**config.mk**
```make
export PLATFORM = sky130hd
export DESIGN_NAME = uart_tx_serializer
export DESIGN_NICKNAME = d
export VERILOG_FILES = /design/src/rtl/uart_tx_serializer.sv
export SDC_FILE = /design/constraint.sdc
export NUM_CORES = 1
export LEC_CHECK = 0
export CAP_MARGIN = 40
export CORE_UTILIZATION = 50
export CTS_CLUSTER_SIZE = 30
export DETAILED_ROUTE_END_ITERATION = 6
export PLACE_DENSITY = 0.7
export SLEW_MARGIN = 20
export SYNTH_ARGS = -nofsm -noshare
export SYNTH_HDL_FRONTEND = slang
export SYNTH_SLANG_ARGS = --single-unit
```
**constraint.sdc**
```tcl
create_clock -name clk_i -period 4.45 [get_ports clk_i]
set_input_delay 0.445 -clock clk_i [delete_from_list [all_inputs] [get_ports clk_i]]
set_output_delay 0.445 -clock clk_i [all_outputs]
set_load 0.01 [all_outputs]
```
**src/rtl/uart_tx_serializer.sv**
```systemverilog
// UART transmit serializer: latches a word on a start edge and shifts it out LSB-first
// framed by one start bit and STOP_BITS stop bits, with busy/done/overrun status.
module uart_tx_serializer #(
  parameter int unsigned CLKS_PER_BIT = 32'd868,
  parameter int unsigned DATA_BITS    = 8,
  parameter int unsigned STOP_BITS    = 1
) (
  input  logic                 clk_i,
  input  logic                 rst_ni,
  input  logic                 start_pulse_i,
  input  logic [DATA_BITS-1:0] data_in_i,
  output logic                 tx_o,
  output logic                 busy_o,
  output logic                 done_o,
  output logic                 overrun_o
);

  localparam int unsigned      CntW     = (DATA_BITS > 1) ? $clog2(DATA_BITS) : 1;
  localparam logic [31:0]      BitLast  = 32'(CLKS_PER_BIT - 1);
  localparam logic [31:0]      StopLast = 32'(STOP_BITS * CLKS_PER_BIT - 1);
  localparam logic [CntW-1:0]  DataLast = CntW'(DATA_BITS - 1);

  typedef enum logic [1:0] {StIdle, StStart, StData, StStop} state_e;

  state_e                state_q;
  logic                  start_prev_q;
  logic [DATA_BITS-1:0]  shift_q;
  logic [CntW-1:0]       bit_cnt_q;
  logic [31:0]           div_q;
  logic                  tx_q;
  logic                  busy_q;
  logic                  done_q;
  logic                  overrun_q;

  logic start_edge;
  logic accept;

  assign start_edge = start_pulse_i & ~start_prev_q;
  // The done cycle still belongs to the finishing frame, so an edge there is refused.
  assign accept     = start_edge && (state_q == StIdle) && !done_q;

  always_ff @(posedge clk_i or negedge rst_ni) begin
    if (!rst_ni) begin
      state_q      <= StIdle;
      start_prev_q <= 1'b1;
      shift_q      <= '0;
      bit_cnt_q    <= '0;
      div_q        <= '0;
      tx_q         <= 1'b1;
      busy_q       <= 1'b0;
      done_q       <= 1'b0;
      overrun_q    <= 1'b0;
    end else begin
      start_prev_q <= start_pulse_i;
      done_q       <= 1'b0;
      overrun_q    <= start_edge & ~accept;
      unique case (state_q)
        StIdle: begin
          if (accept) begin
            shift_q <= data_in_i;
            tx_q    <= 1'b0;
            busy_q  <= 1'b1;
            div_q   <= '0;
            state_q <= StStart;
          end
        end
        StStart: begin
          if (div_q == BitLast) begin
            tx_q      <= shift_q[0];
            bit_cnt_q <= '0;
            div_q     <= '0;
            state_q   <= StData;
          end else begin
            div_q <= div_q + 32'd1;
          end
        end
        StData: begin
          if (div_q == BitLast) begin
            div_q <= '0;
            if (bit_cnt_q == DataLast) begin
              tx_q    <= 1'b1;
              state_q <= StStop;
            end else begin
              shift_q   <= shift_q >> 1;
              bit_cnt_q <= bit_cnt_q + CntW'(1);
              tx_q      <= shift_q[1];
            end
          end else begin
            div_q <= div_q + 32'd1;
          end
        end
        StStop: begin
          if (div_q == StopLast) begin
            div_q   <= '0;
            busy_q  <= 1'b0;
            done_q  <= 1'b1;
            state_q <= StIdle;
          end else begin
            div_q <= div_q + 32'd1;
          end
        end
        default: state_q <= StIdle;
      endcase
    end
  end

  assign tx_o      = tx_q;
  assign busy_o    = busy_q;
  assign done_o    = done_q;
  assign overrun_o = overrun_q;

endmodule

```
==> metrics.csv <==
metric,value,unit
rsz0062_at_grt,false,
pin_count,15,
grt_max_degree,51,
synth_edf_count,0,
power.density,243,mW/mm^2
worst_hold_path_type,input port to asynchronous set/reset pin,
synth.distinct_cells,53,
hpwl,4260,um
start_util,51.9,%
syn_area,0.00288,mm^2
fp.dieH,77.9,um
timing.final.crit_share,61.1,%
diodes,0,
drc_errors,0,
grtUsageTotal,23.1,%
peakVddDrop,0.124,mV
setup_tns,0,ns
max_slew_margin,50.2,%
clock_skew,0.00659,ns
wl_per_cell,16.1,um
worst_pin_slew,0.747,ns
slew_viol_final,0,
die_w,77.9,um
antenna_found_initial,0,
crit-reg2reg-launch,div_q[0]$_DFFE_PN0P_,
place.gp.congestion,0.811,
cp_slowest_stage_delay,0.53,ns
vias,2447,
async_flop_share,100,%
synthFlopType,dfrtp_1,
status,finished clean,
postCtsSetupBuffers,0,
final_antenna_net_count,0,
whs,0.231,ns
grt_pass1_wl,11000,um
num-nets-final,335,
startpoint_type,flip-flop,
die_area,0.00606,mm^2
syn_nets,329,
clockBufferDepth,2,
avgSynthCellArea,9.28,um^2
ys_warn_count,0,
cp-end-kind,flip-flop,
path_buf_inv,0,
hold_viol,0,
slowest_stage,or4_4,
worstPathMaxFanout,13,
cp-startpoint,div_q[0]$_DFFE_PN0P_,
ys_seq_area_share,43.6,%
dr.pass1.iters,4,
wl,6260,um
drtIter0Drc,147,
fmax,0.368,GHz
crit_required,4.65,ns
cts.sinks,50,
arrival,2.91,ns
grt.overflow.total,0,
h-tree-depth,2,
cts_root_buffer,clkbuf_8,
port_buffers,14,
area_growth,8.91,%
syn_inst,310,
ys_ff_latch,50,
cts_tree,done,
fp.coreArea,0.00554,mm^2
cts_buffers,5,
max_cap_viol_count,0,
setup_violations,0,
drive_gt1_share,8.52,%
num_rows,27,
hold_buffers,0,
layout_common_cells,"dfrtp_1 (48), nand2_1 (25), nand3_1 (20)",
fin_crit,2.72,ns
vias_per_cell,6.29,
final_common_cell,dfrtp_1,
clkTransAtPathRegs,0.09,ns
cts_resized,0,
p_leak,1.32,nW
path_delay_family,simple AND/OR/NAND/NOR gates,
grt_pass1_vias,2276,
crit_type,flip-flop to flip-flop,
crit_chain,"ha_1, or4b_1, or4_4, o21ai_2, o21ai_1, a22o_1",
clock_latency,0.30,ns
[path summary, 6_finish.rpt]
path / end / slack, ns / depth (start not counted)
worst max-delay path: div_q[13]$_DFFE_PN0P_ / 1.73 / 6
worst min-delay path: bit_cnt_q[2]$_DFFE_PN0P_ / 0.23 / 2
worst max register to register: div_q[13]$_DFFE_PN0P_ / 1.73 / 6
worst min register to register: shift_q[3]$_DFFE_PN0P_ / 0.50 / 1
max in group asynchronous: shift_q[1]$_DFFE_PN0P_ / 3.77 / 2
min in group clk_i: shift_q[3]$_DFFE_PN0P_ / 0.50 / 1
[worst reg2reg max path, cell delays in order, from the launching register on]
cell and delay, ns:
dfrtp_1 0.44, ha_1 0.26, or4b_1 0.52, or4_4 0.53
o21ai_2 0.49, o21ai_1 0.15, a22o_1 0.24
[kinds of logic (layout without fill, tap and decap cells)]
logic type	count (synthesis)	count (layout)	share of synthesized area, %
AOI/OAI and AO/OA	98	98	23.0
adders and majority gates	8	8	3.48
buffers and inverters	29	36	4.30
DFF	50	50	43.6
muxes	5	5	1.96
and+or+nand+nor	120	120	23.7
[area by class of cell]
class / count / area (um^2)
clock buffers: 7 / 86.3
clock inverters: 1 / 5.00
fillers: 509 / 2410
inverters: 12 / 45.0
multi-input cells: 231 / 1500
flip-flops and latches: 50 / 1250
well taps: 72 / 90.1
repair buffers: 16 / 150
[layer usage]
metal / track usage (%) / up-vias / part of all wire, %
li1: - / 1197 / -
met1: 33.7 / 1199 / 50
met2: 35.3 / 44 / 46
met3: 3.88 / 7 / 3.1
met4: 6.23 / 0 / 1.1
met5: 0 / - / 0
[synth_stat cells, types with 3 or more instances]
| cell type | instances | area, um^2 |
|---|---|---|
| or3_1 | 5 | 31.3 |
| nand4_1 | 12 | 75.1 |
| a21o_1 | 3 | 22.5 |
| mux2i_1 | 3 | 30.0 |
| o211ai_1 | 5 | 37.5 |
| and2_1 | 3 | 18.8 |
| nor2_1 | 14 | 52.6 |
| a31oi_1 | 17 | 106 |
| or4_4 | 3 | 33.8 |
| o21a_1 | 7 | 52.6 |
| nor3_1 | 5 | 25.0 |
| a21oi_1 | 18 | 90.1 |
| ha_1 | 8 | 100 |
| and3_1 | 9 | 56.3 |
| nand3_1 | 20 | 100 |
| nand2_1 | 25 | 93.8 |
| o22a_1 | 7 | 61.3 |
| o21ai_0 | 18 | 90.1 |
| nor4_1 | 5 | 31.3 |
| a22o_1 | 5 | 43.8 |
| inv_1 | 12 | 45.0 |
| dfrtp_1 | 48 | 1200 |
| clkbuf_1 | 15 | 56.3 |
| and4_1 | 6 | 52.6 |
[state kept, by name, indices dropped and copies added, names as in the netlist]
name	count
overrun_o	1
state_q	2
done_o	1
tx_o	1
busy_o	1
div_q	32
start_prev_q	1
bit_cnt_q	3
shift_q	8
[report_power, final]
part           total [mW]  internal, mW  switching (mW)
sequential          0.463         0.460         0.00291
combinational      0.0256        0.0131          0.0126
clock               0.273         0.126           0.147
[per-stage QoR]
stage	power, mW	instances	util [%]	cell area [um^2]	worst slack, ns
4_1_cts	0.772	389	56.6	3130	1.73
6_report	0.762	389	56.6	3130	1.73
2_1_floorplan	0.478	310	-	2880	2.08
3_3_place_gp	0.498	381	54.9	3040	1.72
5_1_grt	0.792	389	56.6	3130	1.56
3_5_place_dp	0.498	381	54.9	3040	1.67
No activity file was read; power rests on OpenSTA's default activity.
